==> config.mk <==
export PLATFORM = sky130hd
export DESIGN_NAME = qlf_k6n10_seg_adder_pipe_flat
export DESIGN_NICKNAME = d
export VERILOG_FILES = /design/src/rtl/qlf_k6n10_seg_adder_pipe_if.sv /design/src/rtl/qlf_k6n10_seg_adder_pipe.sv /design/src/flat_wrapper.sv
export SDC_FILE = /design/constraint.sdc
export NUM_CORES = 1
export LEC_CHECK = 0
export ABC_AREA = 1
export CAP_MARGIN = 10
export CELL_PAD_IN_SITES_DETAIL_PLACEMENT = 1
export CELL_PAD_IN_SITES_GLOBAL_PLACEMENT = 2
export CORE_ASPECT_RATIO = 0.6
export CORE_MARGIN = 2
export CORE_UTILIZATION = 38
export CTS_CLUSTER_DIAMETER = 50
export CTS_CLUSTER_SIZE = 16
export DETAILED_ROUTE_END_ITERATION = 8
export PLACE_DENSITY = 0.8
export RECOVER_POWER = 50
export SLEW_MARGIN = 0
export SYNTH_ARGS = -nofsm -noshare
export SYNTH_HDL_FRONTEND = slang
export SYNTH_SLANG_ARGS = --single-unit
==> constraint.sdc <==
create_clock -name clk -period 5.4 [get_ports clk]
set_clock_uncertainty 0.2 [all_clocks]
set_input_delay 0.54 -clock clk [delete_from_list [all_inputs] [get_ports clk]]
set_output_delay 0.54 -clock clk [all_outputs]
set_load 0.02 [all_outputs]
==> src/rtl/qlf_k6n10_seg_adder_pipe_if.sv <==
// Operand/result bundle for the segmented adder pipe, with valid/ready on both sides.
// master drives operands and out_ready; slave is the adder.
interface qlf_k6n10_seg_adder_pipe_if #(
  parameter int WIDTH = 16
);
  logic             in_valid;
  logic             in_ready;
  logic [WIDTH-1:0] a;
  logic [WIDTH-1:0] b;
  logic             bi;
  logic             ci;
  logic             out_valid;
  logic             out_ready;
  logic [WIDTH-1:0] y;
  logic [WIDTH-1:0] x;
  logic             co;
  logic             ov;

  modport master (
    output in_valid, a, b, bi, ci, out_ready,
    input  in_ready, out_valid, y, x, co, ov
  );

  modport slave (
    input  in_valid, a, b, bi, ci, out_ready,
    output in_ready, out_valid, y, x, co, ov
  );
endinterface

==> src/rtl/qlf_k6n10_seg_adder_pipe.sv <==
// Carry-segmented add/sub: one SEG-bit chain per stage, registered carry between stages.
// Latency NSEG cycles, one beat per cycle; a stalled output freezes the whole pipe (in_ready = ~out_valid | out_ready).
module qlf_k6n10_seg_adder_pipe #(
  parameter int WIDTH = 16,
  parameter int SEG   = 4
) (
  input  logic                          clk,
  input  logic                          reset,
  qlf_k6n10_seg_adder_pipe_if.slave     io
);

  localparam int NSEG = (WIDTH + SEG - 1) / SEG;
  localparam int PW   = NSEG * SEG;
  localparam int LW   = WIDTH - (NSEG - 1) * SEG;
  localparam int LAST = NSEG - 1;

  logic             adv;
  logic             acc;
  logic [WIDTH-1:0] bb_in;
  logic [PW-1:0]    a_pad;
  logic [PW-1:0]    bb_pad;

  // Rank k holds the beat after segment k has been added; rank LAST is the output register.
  logic             v_q  [NSEG];
  logic [PW-1:0]    a_q  [NSEG];
  logic [PW-1:0]    bb_q [NSEG];
  logic [PW-1:0]    s_q  [NSEG];
  logic [WIDTH-1:0] x_q  [NSEG];
  logic             c_q  [NSEG];
  logic             ov_q;

  logic             vin     [NSEG];
  logic [PW-1:0]    op_a    [NSEG];
  logic [PW-1:0]    op_b    [NSEG];
  logic [PW-1:0]    s_in    [NSEG];
  logic [PW-1:0]    s_out   [NSEG];
  logic [WIDTH-1:0] x_in    [NSEG];
  logic             cin     [NSEG];
  logic             cout    [NSEG];
  logic [SEG:0]     seg_sum [NSEG];
  logic             ov_nxt;

  assign adv         = ~v_q[LAST] | io.out_ready;
  assign acc         = io.in_valid & adv;
  assign io.in_ready = adv;

  assign bb_in  = io.bi ? ~io.b : io.b;
  assign a_pad  = PW'(io.a);
  assign bb_pad = PW'(bb_in);

  always_comb begin
    vin[0]  = acc;
    op_a[0] = a_pad;
    op_b[0] = bb_pad;
    s_in[0] = '0;
    x_in[0] = io.a ^ bb_in;
    cin[0]  = io.ci;
    for (int k = 1; k < NSEG; k++) begin
      vin[k]  = v_q[k-1];
      op_a[k] = a_q[k-1];
      op_b[k] = bb_q[k-1];
      s_in[k] = s_q[k-1];
      x_in[k] = x_q[k-1];
      cin[k]  = c_q[k-1];
    end
    for (int k = 0; k < NSEG; k++) begin
      seg_sum[k] = {1'b0, op_a[k][k*SEG +: SEG]} + {1'b0, op_b[k][k*SEG +: SEG]}
                 + (SEG+1)'(cin[k]);
      s_out[k] = s_in[k];
      s_out[k][k*SEG +: SEG] = seg_sum[k][SEG-1:0];
      // Operands are zero-padded above WIDTH, so a short last segment carries out at bit LW.
      cout[k] = (k == LAST) ? seg_sum[k][LW] : seg_sum[k][SEG];
    end
    ov_nxt = op_a[LAST][WIDTH-1] ^ op_b[LAST][WIDTH-1] ^ s_out[LAST][WIDTH-1] ^ cout[LAST];
  end

  always_ff @(posedge clk) begin
    if (reset) begin
      for (int k = 0; k < NSEG; k++) begin
        v_q[k]  <= 1'b0;
        a_q[k]  <= '0;
        bb_q[k] <= '0;
        s_q[k]  <= '0;
        x_q[k]  <= '0;
        c_q[k]  <= 1'b0;
      end
      ov_q <= 1'b0;
    end else if (adv) begin
      for (int k = 0; k < NSEG; k++) begin
        v_q[k] <= vin[k];
        if (vin[k]) begin
          a_q[k]  <= op_a[k];
          bb_q[k] <= op_b[k];
          s_q[k]  <= s_out[k];
          x_q[k]  <= x_in[k];
          c_q[k]  <= cout[k];
        end
      end
      if (vin[LAST]) begin
        ov_q <= ov_nxt;
      end
    end
  end

  assign io.out_valid = v_q[LAST];
  assign io.y         = s_q[LAST][WIDTH-1:0];
  assign io.x         = x_q[LAST];
  assign io.co        = c_q[LAST];
  assign io.ov        = ov_q;

endmodule

==> src/flat_wrapper.sv <==
// flat-port wrapper written by rule: the top's interface ports become plain ports
module qlf_k6n10_seg_adder_pipe_flat 
#(
  parameter int WIDTH = 16,
  parameter int SEG   = 4
)
  (clk, reset, io_in_valid, io_a, io_b, io_bi, io_ci, io_out_ready, io_in_ready, io_out_valid, io_y, io_x, io_co, io_ov);
  qlf_k6n10_seg_adder_pipe_if #(.WIDTH(WIDTH)) io_i ();
  input  logic clk;
  input  logic reset;
  input wire logic [$bits(io_i.in_valid)-1:0] io_in_valid;
  input wire logic [$bits(io_i.a)-1:0] io_a;
  input wire logic [$bits(io_i.b)-1:0] io_b;
  input wire logic [$bits(io_i.bi)-1:0] io_bi;
  input wire logic [$bits(io_i.ci)-1:0] io_ci;
  input wire logic [$bits(io_i.out_ready)-1:0] io_out_ready;
  output wire logic [$bits(io_i.in_ready)-1:0] io_in_ready;
  output wire logic [$bits(io_i.out_valid)-1:0] io_out_valid;
  output wire logic [$bits(io_i.y)-1:0] io_y;
  output wire logic [$bits(io_i.x)-1:0] io_x;
  output wire logic [$bits(io_i.co)-1:0] io_co;
  output wire logic [$bits(io_i.ov)-1:0] io_ov;
  assign io_i.in_valid = io_in_valid;
  assign io_i.a = io_a;
  assign io_i.b = io_b;
  assign io_i.bi = io_bi;
  assign io_i.ci = io_ci;
  assign io_i.out_ready = io_out_ready;
  assign io_in_ready = io_i.in_ready;
  assign io_out_valid = io_i.out_valid;
  assign io_y = io_i.y;
  assign io_x = io_i.x;
  assign io_co = io_i.co;
  assign io_ov = io_i.ov;
  qlf_k6n10_seg_adder_pipe #(.WIDTH(WIDTH), .SEG(SEG)) u_core (.clk(clk), .reset(reset), .io(io_i));
endmodule
==> out/metrics.yaml <==
outcome:
  status: "complete, but fails checks"
  violations: "capacitance limit, slew limit"
timing:
  hold_viol: 0
  worstMarginPinSlew_ns: 2.603
  setup_viol: 0
  tns_ns: 0
  slew_violations: 100
  min_period_ns: 3.555
  rsz0062_at_grt: "no"
  relSlewSlack: -0.7354
  finalCritPeriodShare: 0.6584
  max_freq_ghz: 0.2813
clock_tree:
  clockBufferDepth: 2
  cts_tree: "done"
  cts_setup_buffers: 0
  clkLatencyLatePin_ns: 0.42
  cts_max_level: 4
  clock-sinks: 161
  cts-resized-gates: 0
  path_clk_slew_ns: 0.06
  cts_root_buf: "clkbuf_16"
  ctsHoldBuffers: 0
  numCtsBuffers: 17
job:
  cap_violations: 3
setup_path:
  crit_path_end_kind: "flop"
  start_kind: "input port"
  path_buf_inv: 2
  slowest_stage: "clkbuf_1"
  critPathLaunch: "io_out_ready"
  path_max_fanout: 45
  cp_cell_sequence: "dlygate4sd3_1 -> nor2_1 -> o21ai_4 -> clkbuf_1"
  crit_type: "input port to flop"
  path_delay_family: "buffers and inverters"
  cpPeakStageDelay_ns: 1.85
  critPathArrivalTime_ns: 3.34
  r2r-start: "u_core.v_q[0][3]"
  required_ns: 5.18
floorplan:
  ioPinCount: 74
  core.rowCount: 38
  coreArea_um2: 18110
  initial_core_util: 0.3889
  die-area_um2: 19680
  die_w_um: 179.8
  die_h_um: 109.5
global_routing:
  grt_max_degree: 47
  grt_usage: 0.1443
  grt_overflow: 0
  grt_pass1_wl_um: 21650
  antenna_found_initial: 0
  grt_pass1_vias: 4325
synthesis:
  avgSynthCellArea_um2: 11.84
  synth_ff_type: "edfxtp_1"
  syn_inst: 595
  synthArstFlopShare: 0
  yosysUniqueCellTypes: 24
  synth_seq_cells: 161
  synth_nets: 654
  yosysSeqAreaShare: 0.6849
  synth_warnings: 0
  syn_area_um2: 7044
  synth_edf_count: 160
routing:
  wl_um: 13170
  drc: 0
  routed_via_density: 4.294
  vias: 3981
  wl_per_cell_um: 14.21
  drt_iter0_markers: 195
  ant_nets: 0
  drtPass1Iterations: 4
placement:
  portBuffers: 73
  place_congestion: 0.7230
  hpwl_um: 9025
layout:
  fillers: 1940
  drive_above_1_share: 0.06114
  final_cell_mix: "edfxtp_1, nor2_1, inv_1, clkdlybuf4s50_1, dlygate4sd3_1"
  syn_to_final_growth_pct: 20.52
  antenna_cells: 0
  final_common_cell: "edfxtp_1"
  num-nets-final: 734
worst_hold_path:
  min-delay-start: "u_core.s_q[0][18]"
  hold_class: "flop to flop"
pwr:
  vdd_drop_max_v: 0.0002093
  p_total_w: 0.002807
  power_density_nw_per_um2: 330.6
  power.leakage_nw: 3.539
[tightest hold or removal path, cell delays in order, from the launching register on]
cell	delay (ns)
edfxtp_1	0.32
inv_1	0.04
nor2_1	0.08
[where the power goes]
group	internal [W]	switching [W]	total (W)	leakage, nW
clock network	0.000568	0.000448	0.00102	0.242
registers	0.00148	0.0000257	0.00150	1.72
logic	0.000110	0.000180	0.000290	1.58
[area by class of cell]
| class | count | area (um2) | area share |
|---|---|---|---|
| Clock buffer | 19 | 432.9 | 0.05099 |
| Tap cell | 240 | 300.3 | 0.03537 |
| Clock inverter | 12 | 51.30 | 0.006043 |
| Inverter | 148 | 555.5 | 0.06544 |
| Multi-Input combinational cell | 270 | 1559 | 0.1836 |
| Sequential cell | 161 | 4825 | 0.5683 |
| Timing Repair Buffer | 77 | 765.7 | 0.09020 |
[flip-flops by register name, indices dropped and copies added (netlist names)]
signal	flops
u_core.a_q	24
u_core.v_q	4
u_core.c_q	4
u_core.bb_q	24
u_core.x_q	64
u_core.s_q	40
u_core.io.ov	1
[routing by layer]
layer	wire length, um	up-vias	GRT usage
li1	-	1997	-
met1	6592	1899	0.1922
met2	5817	77	0.2296
met3	647	8	0.04505
met4	115	0	0.04181
met5	0	-	0
[stage by stage]
| step | setup slack [ns] | hold slack [ns] | utilization | cell area [um2] | std cells |
|---|---|---|---|---|---|
| 2_1_floorplan | 0.8269 | 0.3191 | - | 7044 | 595 |
| 3_3_place_gp | 2.329 | 0.3307 | 0.4425 | 8016 | 895 |
| 3_5_place_dp | 2.250 | 0.3357 | 0.4425 | 8016 | 895 |
| 4_1_cts | 2.676 | 0.3514 | 0.4693 | 8501 | 926 |
| 5_1_grt | 1.627 | 0.3723 | 0.4686 | 8489 | 927 |
| 6_report | 1.845 | 0.3459 | 0.4686 | 8489 | 927 |
[synth_stat cells (2+ instances only)]
master / number / area (um2)
xnor2_2: 6 / 97.59
or2_2: 3 / 18.77
a21oi_1: 10 / 50.05
fa_1: 8 / 160.2
xor2_1: 16 / 140.1
nand3_1: 7 / 35.03
nor3b_1: 2 / 15.01
xnor2_1: 6 / 52.55
edfxtp_1: 160 / 4805
nand2_1: 27 / 101.4
buf_6: 5 / 56.30
inv_1: 146 / 548.0
nor2_1: 157 / 589.3
inv_2: 2 / 7.510
nor2_4: 3 / 33.78
buf_2: 10 / 50.05
o21ai_0: 6 / 30.03
nand2_2: 3 / 18.77
ha_1: 13 / 162.7
[cells by family (layout without fill, tap and decap cells)]
| logic type | after synthesis | after routing | share of synthesized area |
|---|---|---|---|
| AO/OA/AOI/OAI | 17 | 17 | 0.01261 |
| XOR/XNOR | 28 | 28 | 0.04121 |
| adder cells (fa/ha/maj) | 21 | 21 | 0.04583 |
| buffers and inverters | 164 | 256 | 0.09680 |
| flip-flops | 161 | 161 | 0.6849 |
| AND/OR/NAND/NOR | 204 | 204 | 0.1187 |
[path summary, 6_finish.rpt]
| check | to | slack (ns) | cells after the start |
|---|---|---|---|
| worst max-delay path | u_core.x_q[0][13] | 1.84 | 4 |
| worst max register to register | u_core.x_q[0][13] | 2.07 | 4 |
| worst min-delay path | u_core.s_q[0][34] | 0.35 | 2 |
| worst min register to register | u_core.s_q[0][34] | 0.35 | 2 |
No activity file was read; power rests on OpenSTA's default activity.
